**src/rtl/conv_stream_host.sv**
```systemverilog
// Host-side driver/collector for the conv_8_4 convolver: streams one loaded x/f
// batch out over valid/ready and captures the y result stream into a read buffer.
module conv_stream_host #(
   parameter int XSIZE = 8,
   parameter int FSIZE = 4,
   parameter int YSIZE = 5,
   parameter int DW    = 8,
   parameter int YW    = 18
) (
   input  logic                       clk,
   input  logic                       reset,
   input  logic                       ld_wr_en,
   input  logic                       ld_sel,
   input  logic [$clog2(XSIZE)-1:0]   ld_addr,
   input  logic [DW-1:0]              ld_data,
   input  logic                       start,
   input  logic                       gap_x,
   input  logic                       gap_f,
   input  logic                       hold_y,
   output logic [DW-1:0]              m_data_x,
   output logic                       m_valid_x,
   input  logic                       m_ready_x,
   output logic [DW-1:0]              m_data_f,
   output logic                       m_valid_f,
   input  logic                       m_ready_f,
   input  logic [YW-1:0]              s_data_y,
   input  logic                       s_valid_y,
   output logic                       s_ready_y,
   input  logic [$clog2(YSIZE)-1:0]   rd_addr,
   output logic [YW-1:0]              rd_data,
   output logic                       busy,
   output logic                       done
);

   localparam int XAW = $clog2(XSIZE);
   localparam int FAW = $clog2(FSIZE);
   localparam int YAW = $clog2(YSIZE);
   localparam int XCW = XAW + 1;
   localparam int FCW = FAW + 1;
   localparam int YCW = YAW + 1;

   localparam logic [XCW-1:0] X_FULL  = XCW'(XSIZE);
   localparam logic [FCW-1:0] F_FULL  = FCW'(FSIZE);
   localparam logic [YCW-1:0] Y_FULL  = YCW'(YSIZE);
   localparam logic [XAW:0]   F_MOD   = (XAW+1)'(FSIZE);
   localparam logic [YAW:0]   Y_DEPTH = (YAW+1)'(YSIZE);

   typedef enum logic [1:0] {
      IDLE = 2'd0,
      RUN  = 2'd1,
      DONE = 2'd2
   } state_t;

   state_t state_reg, state_next;

   logic [XCW-1:0] x_cnt_reg, x_cnt_next;
   logic [FCW-1:0] f_cnt_reg, f_cnt_next;
   logic [YCW-1:0] y_cnt_reg, y_cnt_next;
   logic           busy_reg, busy_next;
   logic           done_reg, done_next;

   logic [DW-1:0]  x_mem   [XSIZE];
   logic [DW-1:0]  f_mem   [FSIZE];
   logic [YW-1:0]  res_mem [YSIZE];

   logic           in_run;
   logic           enter_run;
   logic           all_full;
   logic           load_ok;
   logic           x_we, f_we;
   logic [FAW-1:0] f_wr_idx;
   logic [XAW-1:0] x_rd_idx;
   logic [FAW-1:0] f_rd_idx;
   logic [YAW-1:0] y_wr_idx;
   logic           x_fire, f_fire, y_fire;

   assign in_run    = (state_reg == RUN);
   assign enter_run = start && !in_run;
   assign all_full  = (x_cnt_reg == X_FULL) && (f_cnt_reg == F_FULL) && (y_cnt_reg == Y_FULL);

   // ------------------------------------------------------------------
   // State machine
   // ------------------------------------------------------------------
   always_comb begin
      state_next = state_reg;
      case (state_reg)
         IDLE:    if (start)    state_next = RUN;
         RUN:     if (all_full) state_next = DONE;
         DONE:    if (start)    state_next = RUN;
         default:               state_next = IDLE;
      endcase
      busy_next = (state_next == RUN);
      done_next = (state_next == DONE);
   end

   always_ff @(posedge clk) begin
      if (reset) begin
         state_reg <= IDLE;
         busy_reg  <= 1'b0;
         done_reg  <= 1'b0;
      end else begin
         state_reg <= state_next;
         busy_reg  <= busy_next;
         done_reg  <= done_next;
      end
   end

   assign busy = busy_reg;
   assign done = done_reg;

   // ------------------------------------------------------------------
   // Stream handshakes: valid/ready are purely combinational so every
   // stream sustains one word per cycle with no bubble after acceptance.
   // ------------------------------------------------------------------
   assign m_valid_x = in_run && (x_cnt_reg < X_FULL) && !gap_x;
   assign m_valid_f = in_run && (f_cnt_reg < F_FULL) && !gap_f;
   assign s_ready_y = in_run && (y_cnt_reg < Y_FULL) && !hold_y;

   assign x_fire = m_valid_x && m_ready_x;
   assign f_fire = m_valid_f && m_ready_f;
   assign y_fire = s_valid_y && s_ready_y;

   // Saturated counters park the read index at 0 so it never leaves the array.
   assign x_rd_idx = (x_cnt_reg < X_FULL) ? x_cnt_reg[XAW-1:0] : '0;
   assign f_rd_idx = (f_cnt_reg < F_FULL) ? f_cnt_reg[FAW-1:0] : '0;
   assign y_wr_idx = y_cnt_reg[YAW-1:0];

   assign m_data_x = x_mem[x_rd_idx];
   assign m_data_f = f_mem[f_rd_idx];

   always_comb begin
      x_cnt_next = x_cnt_reg;
      f_cnt_next = f_cnt_reg;
      y_cnt_next = y_cnt_reg;
      if (enter_run) begin
         x_cnt_next = '0;
         f_cnt_next = '0;
         y_cnt_next = '0;
      end else begin
         if (x_fire && (x_cnt_reg != X_FULL)) x_cnt_next = x_cnt_reg + 1'b1;
         if (f_fire && (f_cnt_reg != F_FULL)) f_cnt_next = f_cnt_reg + 1'b1;
         if (y_fire && (y_cnt_reg != Y_FULL)) y_cnt_next = y_cnt_reg + 1'b1;
      end
   end

   always_ff @(posedge clk) begin
      if (reset) begin
         x_cnt_reg <= '0;
         f_cnt_reg <= '0;
         y_cnt_reg <= '0;
      end else begin
         x_cnt_reg <= x_cnt_next;
         f_cnt_reg <= f_cnt_next;
         y_cnt_reg <= y_cnt_next;
      end
   end

   // ------------------------------------------------------------------
   // Sample buffers; contents deliberately survive reset so a batch can
   // be replayed after an abort without reloading.
   // ------------------------------------------------------------------
   assign load_ok  = ld_wr_en && !in_run;
   assign x_we     = load_ok && !ld_sel;
   assign f_we     = load_ok &&  ld_sel;
   assign f_wr_idx = FAW'({1'b0, ld_addr} % F_MOD);

   generate
      for (genvar gi = 0; gi < XSIZE; gi++) begin : g_x_mem
         always_ff @(posedge clk) begin
            if (x_we && (ld_addr == XAW'(gi)))
               x_mem[gi] <= ld_data;
         end
      end

      for (genvar gi = 0; gi < FSIZE; gi++) begin : g_f_mem
         always_ff @(posedge clk) begin
            if (f_we && (f_wr_idx == FAW'(gi)))
               f_mem[gi] <= ld_data;
         end
      end

      for (genvar gi = 0; gi < YSIZE; gi++) begin : g_res_mem
         always_ff @(posedge clk) begin
            if (y_fire && (y_wr_idx == YAW'(gi)))
               res_mem[gi] <= s_data_y;
         end
      end
   endgenerate

   assign rd_data = ({1'b0, rd_addr} < Y_DEPTH) ? res_mem[rd_addr] : '0;

endmodule

```
**config.mk**
```make
export PLATFORM = sky130hd
export DESIGN_NAME = conv_stream_host
export DESIGN_NICKNAME = d
export VERILOG_FILES = /design/src/rtl/conv_stream_host.sv
export SDC_FILE = /design/constraint.sdc
export NUM_CORES = 1
export LEC_CHECK = 0
export BUFFER_PORTS_ARGS = -buffer_cell sky130_fd_sc_hd__buf_2
export CAP_MARGIN = 20
export CORE_ASPECT_RATIO = 1.2
export CORE_MARGIN = 3
export CORE_UTILIZATION = 55
export DETAILED_ROUTE_END_ITERATION = 8
export PLACE_DENSITY_LB_ADDON = 0.05
export SLEW_MARGIN = 10
export SYNTH_ARGS = -nofsm -noshare
export SYNTH_HDL_FRONTEND = slang
export SYNTH_SLANG_ARGS = --single-unit
```
**constraint.sdc**
```tcl
create_clock -name clk -period 4.6 [get_ports clk]
set_clock_uncertainty 0.2 [all_clocks]
set_input_delay 0.46 -clock clk [delete_from_list [all_inputs] [get_ports clk]]
set_output_delay 0.46 -clock clk [all_outputs]
set_load 0.02 [all_outputs]
```
==> results.py, run 1 <==
metrics = {
    "timing": {
        "timing.setup.tns_ns": 0,
        "min_period_over_period": 0.719,
        "rsz0062_at_grt": "no",
        "finalSetupViolCount": 0,
        "min_period_ns": 3.31,
        "slew_viol_final": 0,
        "tightestPinTransition_ns": 1.07,
        "finalHoldViolations": 0,
        "maxSlewHeadroom": 0.283,
        "clock.fmax_mhz": 302,
    },
    "layout": {
        "multiInputGateArea_um2": 1970,
        "num-fill-cells": 1038,
        "diodes": 0,
        "final_cell_mix": "edfxtp_1 (186), buf_2 (81), inv_1 (33)",
        "reg_top3": "res_mem (90), x_mem (64), f_mem (32)",
        "syn2layout_area_growth_pct": 15.3,
        "final_cells": 784,
        "regArea_um2": 5890,
        "fin_nets": 649,
        "regMostFlops": "res_mem",
        "final_common_cell": "edfxtp_1",
        "drive_gt1_frac": 0.209,
        "largest_register_ffs": 90,
    },
    "place": {
        "place.gp.congestion": 0.783,
        "port_buffers": 81,
        "placed_cells": 744,
        "dpl.hpwl_mm": 10.6,
    },
    "setup_path": {
        "worstSetupPathType": "flop to output pin",
        "crit_path_top_delay_cell": "nand2b_1",
        "critPathArrivalTime_ns": 2.65,
        "endpoint_kind": "output pin",
        "path_cells": "nand2b_1 -> o221ai_1 -> o21ai_0 -> a32o_1 -> buf_2",
        "critPathLaunchType": "flop",
        "crit_fanout": 24,
        "worstPathRequired_ns": 3.94,
        "critPathMaxStageDelay_ns": 0.74,
    },
    "route": {
        "drt_iter0_drc": 330,
        "drc": 0,
        "vias": 4576,
        "ant_nets": 0,
        "firstDrtPassIters": 5,
        "vias_per_cell": 5.84,
        "wl_per_cell_um": 20.3,
        "drt_wl_total_mm": 15.9,
    },
    "floorplanning": {
        "initial_core_util": 0.564,
        "io_pins": 82,
        "fp-row-count": 48,
        "die_h_um": 139,
        "coreArea_um2": 14400,
        "die_w_um": 117,
        "dieArea_um2": 16300,
    },
    "grt": {
        "grt_pass1_wl_mm": 24.9,
        "grt_usage": 0.198,
        "grt_pass1_vias": 4716,
        "overflow": 0,
        "grt_max_degree": 37,
        "antenna_found_initial": 1,
    },
    "yosys": {
        "synthArstFlopShare": 0,
        "synth_edf_count": 186,
        "yosys_warnings": 0,
        "syn_nets": 561,
        "ys_seq_area_frac": 0.724,
        "synth_area_um2": 8130,
        "syn-instance-count": 508,
        "synthFlopType": "edfxtp_1",
        "synthDistinctLibCells": 43,
        "avgSynthCellArea_um2": 16.0,
        "synth_seq_cells": 201,
    },
    "cts": {
        "cts-root-to-sink-buffers": 3,
        "numCtsBuffers": 20,
        "htree_levels": 1,
        "cts.sinks": 201,
        "clock_latency_ns": 0.48,
        "cts_tree": "built",
        "path_clk_slew_ns": 0.06,
        "cts-root-buf": "clkbuf_16",
        "cts_resized": 0,
    },
    "run": {
        "drv_cap": 0,
    },
    "power": {
        "vdd_drop_max_mv": 0.338,
        "power_density_nw_per_um2": 416,
        "p_leak_nw": 3.31,
    },
    "run_status": {
        "run_status": "complete, no violations",
    },
    "hold_path": {
        "min_path_type": "input port to flop",
    },
}
-- cells in the mapped netlist (6+ instances only) --
master	number	area [µm²]
nand2_1	26	97.6
mux4_1	12	315
and3_1	7	43.8
edfxtp_1	186	5590
mux2i_1	16	160
inv_1	33	124
o21ai_0	26	130
nand2b_1	15	93.8
o22a_1	8	70.1
a211o_1	8	70.1
and2_1	10	62.6
a21oi_1	20	100
dfxtp_1	15	300
o22ai_1	10	62.6
a32o_1	8	80.1
clkbuf_1	6	22.5
nor2_1	28	105
ha_1	10	125
mux4_2	6	135
o221ai_1	8	70.1
buf_2	8	40.0
-- power by group --
part	total [mW]	leakage, nW	switching, mW	internal, mW
combinational	0.192	1.17	0.121	0.0704
clock	1.69	0.339	0.631	1.06
sequential	2.03	1.80	0.00838	2.02
total	3.90	3.31	0.761	3.14
-- layer usage --
layer / share of wire / vias up / wire, µm / GRT usage
li1: - / 2138 / - / -
met1: 0.38 / 2288 / 6070 / 0.235
met2: 0.54 / 117 / 8650 / 0.356
met3: 0.045 / 31 / 725 / 0.0331
met4: 0.030 / 2 / 484 / 0.0755
met5: 0.00082 / - / 13 / 0
-- final cells by class --
| class | instances | share of cell area |
|---|---|---|
| Multi-Input combinational cell | 249 | 0.210 |
| Tap cell | 175 | 0.0233 |
| Clock inverter | 10 | 0.0157 |
| Timing Repair Buffer | 90 | 0.0518 |
| Sequential cell | 201 | 0.627 |
| Clock buffer | 25 | 0.0576 |
| Inverter | 34 | 0.0136 |
-- through the flow --
step | utilization | power, mW | area (µm²) | hold slack (ns) | setup WS (ns)
floorplan | - | 2.17 | 8130 | 0.262 | 2.29
global placement | 0.599 | 2.25 | 8640 | 0.284 | 1.69
detailed placement | 0.599 | 2.25 | 8640 | 0.294 | 1.65
CTS | 0.650 | 3.95 | 9370 | 0.00357 | 1.33
global route | 0.651 | 4.03 | 9380 | 0.000874 | 1.09
finish | 0.651 | 3.90 | 9380 | 0.0147 | 1.29
-- worst paths after layout --
| kind | from | end | slack, ns | depth (start not counted) |
|---|---|---|---|---|
| max | x_cnt_reg[3]$_SDFFE_PP0P_ | m_data_x[4] | 1.29 | 5 |
| min reg2reg | x_cnt_reg[1]$_SDFFE_PP0P_ | x_cnt_reg[1]$_SDFFE_PP0P_ | 0.31 | 2 |
| max reg2reg | state_reg[1]$_SDFF_PP0_ | res_mem[0][12]$_DFFE_PP_ | 2.01 | 3 |
| min | s_data_y[4] | res_mem[0][4]$_DFFE_PP_ | 0.01 | 1 |
-- critical path: cells and delay by family (launching register included) --
kind	cells	cell delay (ns)
DFF	1	0.69
buffers and inverters	1	0.18
AOI/OAI and AO/OA	3	0.56
and+or+nand+nor	1	0.74
-- cells by family after synthesis --
kind of cell / Yosys count / synth area share
compound gates: 95 / 0.0786
xor+xnor: 4 / 0.00431
fa+ha+maj: 10 / 0.0154
buf+inv: 58 / 0.0345
flops: 201 / 0.724
mux: 34 / 0.0751
simple gates: 106 / 0.0686
-- repair_timing --
action	in CTS	in global routing
endpoints found under the setup margin	0	0
hold endpoints to repair	21	0
hold buffers	5	0
setup buffers	0	0
No activity file was read; power rests on OpenSTA's default activity.
==> run 2: changes to the inputs <==
- ABC_AREA: not set -> 1
- clock period: 4.6 -> 3.11 ns (I/O delays scaled with it)
==> run 2 against run 1 <==
Compared with the run above: worst setup slack got worse by 1.0 ns; cell area up 4.9%; clock power grew 34%; global-route usage increased by 1.0 points.
==> results.py, run 2 <==
metrics = {
    "run_status": {
        "run_status": "complete, no violations",
    },
    "grt": {
        "grt_pass1_vias": 5466,
        "overflow": 0,
        "grt_usage": 0.209,
        "grt_pass1_wl_mm": 27.9,
        "grt_max_degree": 42,
        "antenna_found_initial": 0,
    },
    "floorplanning": {
        "io_pins": 82,
        "die_h_um": 141,
        "die_w_um": 119,
        "fp-row-count": 48,
        "initial_core_util": 0.570,
        "coreArea_um2": 14700,
        "dieArea_um2": 16700,
    },
    "route": {
        "ant_nets": 0,
        "drc": 0,
        "vias_per_cell": 5.28,
        "wl_per_cell_um": 16.9,
        "vias": 5441,
        "drt_wl_total_mm": 17.4,
        "drt_iter0_drc": 460,
        "firstDrtPassIters": 4,
    },
    "layout": {
        "largest_register_ffs": 90,
        "num-fill-cells": 1139,
        "reg_top3": "res_mem (90), x_mem (64), f_mem (32)",
        "final_common_cell": "edfxtp_1",
        "final_cell_mix": "edfxtp_1 (186), nor2_1 (99), nand2_1 (84)",
        "syn2layout_area_growth_pct": 17.7,
        "diodes": 0,
        "fin_nets": 870,
        "drive_gt1_frac": 0.181,
        "regMostFlops": "res_mem",
    },
    "timing": {
        "timing.setup.tns_ns": 0,
        "worst_slack_ns": 0.288,
        "tightestPinTransition_ns": 0.948,
        "maxSlewHeadroom": 0.366,
        "clock.fmax_mhz": 354,
        "finalSetupViolCount": 0,
        "min_period_ns": 2.82,
        "slew_viol_final": 0,
        "finalHoldViolations": 0,
        "min_period_over_period": 0.907,
        "rsz0062_at_grt": "no",
    },
    "yosys": {
        "avgSynthCellArea_um2": 11.9,
        "ys_seq_area_frac": 0.704,
        "synth_top_area_frac": 0.668,
        "synthDistinctLibCells": 29,
        "synthTopCellsByCount": "edfxtp_1 (186), nor2_1 (99), nand2_1 (84)",
        "synthFlopType": "edfxtp_1",
        "synth_seq_cells": 201,
        "synthArstFlopShare": 0,
        "syn_nets": 756,
        "synth.most_common_cell": "edfxtp_1",
        "yosys.area.top_type": "edfxtp_1",
        "yosys-top-cells-area": "edfxtp_1 (67%), nor2_1 (4.4%), nand2_1 (3.8%)",
        "synth_edf_count": 186,
        "syn-instance-count": 703,
        "yosys_warnings": 0,
        "synth_area_um2": 8360,
    },
    "setup_path": {
        "worstPathRequired_ns": 2.60,
        "endpoint_kind": "output pin",
        "rrSetupSlack_ns": 0.87,
        "critPathArrivalTime_ns": 2.31,
        "crit_fanout": 41,
        "worstSetupPathType": "flop to output pin",
        "reg2reg_to": "x_mem[6][2]$_DFFE_PP_",
        "rr_startpoint": "state_reg[1]$_SDFF_PP0_",
        "rr_worst_depth": 6,
        "critPathLaunchType": "flop",
    },
    "place": {
        "port_buffers": 81,
        "dp_slack_ns": 0.530,
        "place.gp.congestion": 0.818,
        "dpl.hpwl_mm": 11.0,
    },
    "power": {
        "power_frac_clock": 0.405,
        "p_int_mw": 4.42,
        "seqPwrFrac": 0.534,
        "pwr-share-comb": 0.061,
        "vdd_drop_max_mv": 0.554,
        "p_sw_mw": 1.18,
        "netSwitchingFraction": 0.211,
        "power_density_nw_per_um2": 570,
        "p_leak_nw": 3.73,
    },
    "hold_path": {
        "min_from": "ld_data[4]",
        "min_to": "x_mem[3][4]$_DFFE_PP_",
        "min_path_type": "input port to flop",
        "hold_path_depth": 1,
    },
    "cts": {
        "cts_tree": "built",
        "numCtsBuffers": 20,
        "cts.sinks": 201,
        "clock_latency_ns": 0.48,
        "path_clk_slew_ns": 0.06,
        "cts_setup_buffers": 0,
        "cts-root-to-sink-buffers": 3,
        "htree_levels": 1,
        "cts-root-buf": "clkbuf_16",
    },
    "run": {
        "drv_cap": 0,
    },
}
run 2: changes by cell type after synthesis, sizes merged, moves of 9 or more:
cell | before | now
inv | 34 | 76
a21oi | 20 | 31
o22ai | 10 | 0
o211ai | 0 | 40
or2 | 1 | 33
mux2i | 16 | 0
nand2b | 15 | 0
nand2 | 26 | 86
and2 | 10 | 1
o21ai | 26 | 72
mux4 | 18 | 0
nor2 | 28 | 100
run 2: metrics by stage:
step           hold WS (ns)  area, µm²  power [mW]  std cells  utilization
2_1_floorplan         0.180       8360        3.24        703            -
3_3_place_gp          0.273       8970        3.36        971        0.612
3_5_place_dp          0.290       8970        3.37        971        0.612
4_1_cts              0.0112       9840        5.66       1030        0.671
5_1_grt              0.0136       9840        5.80       1030        0.671
6_report             0.0218       9840        5.60       1030        0.671
run 2: worst max-delay path, cell delays in order, from the launching register on:
cell      delay (ns)
dfxtp_1         0.47
inv_2           0.09
nand2_4         0.29
inv_2           0.29
o211ai_1        0.27
nand2_1         0.07
nand2_1         0.06
nand2_1         0.08
buf_2           0.17
run 2: logic make-up (layout without fill, tap and decap cells):
group	count (synthesis)	after routing	share of synthesized area
AOI/OAI and AO/OA	152	152	0.107
xor gates and xnor gates	1	1	0.00105
adders and majority gates	10	10	0.0150
buffers and inverters	105	232	0.0536
DFF	201	201	0.704
and+or+nand+nor	234	234	0.119
run 2: layer usage:
| layer | up-vias | wire (µm) | global-route usage |
|---|---|---|---|
| met5 | - | 0 | 0 |
| met3 | 32 | 838 | 0.0305 |
| met1 | 2588 | 7020 | 0.253 |
| li1 | 2674 | - | - |
| met4 | 0 | 401 | 0.0635 |
| met2 | 147 | 9150 | 0.386 |
run 2: how the worst max path moves through the flow:
stage,startpoint,end,slack (ns),depth (start not counted)
2_1_floorplan,y_cnt_reg[0]$_SDFFE_PP0P_,res_mem[4][0]$_DFFE_PP_,0.35,6
3_3_place_gp,x_cnt_reg[3]$_SDFFE_PP0P_,m_data_x[1],0.54,8
3_5_place_dp,x_cnt_reg[3]$_SDFFE_PP0P_,m_data_x[2],0.53,8
4_1_cts,x_cnt_reg[3]$_SDFFE_PP0P_,m_data_x[2],0.28,8
5_1_grt,x_cnt_reg[3]$_SDFFE_PP0P_,m_data_x[1],0.11,8
6_report,x_cnt_reg[3]$_SDFFE_PP0P_,m_data_x[2],0.29,8
run 2: area by class of cell:
cell class,count,area [µm²],share of cell area
flip-flops and latches,201,5890,0.598
multi-input cells,397,2030,0.207
repair buffers,120,758,0.0771
clock buffers,27,548,0.0557
inverters,77,289,0.0294
well taps,200,250,0.0254
clock inverters,8,70.1,0.00712
run 2: what timing repair did:
item | 4_1_cts | 5_1_grt
hold endpoints to repair | 127 | 0
resized for setup | 1 | 0
hold buffers | 24 | 0
endpoints found under the setup margin | 2 | 0
run 2: power by group through the flow:
stage	combinational, mW	sequential (mW)	clock (mW)
floorplan	0.185	3.05	0
global placement	0.309	3.05	0
global route	0.380	2.99	2.43
finish	0.342	2.99	2.27
detailed placement	0.320	3.05	0
CTS	0.346	2.99	2.32
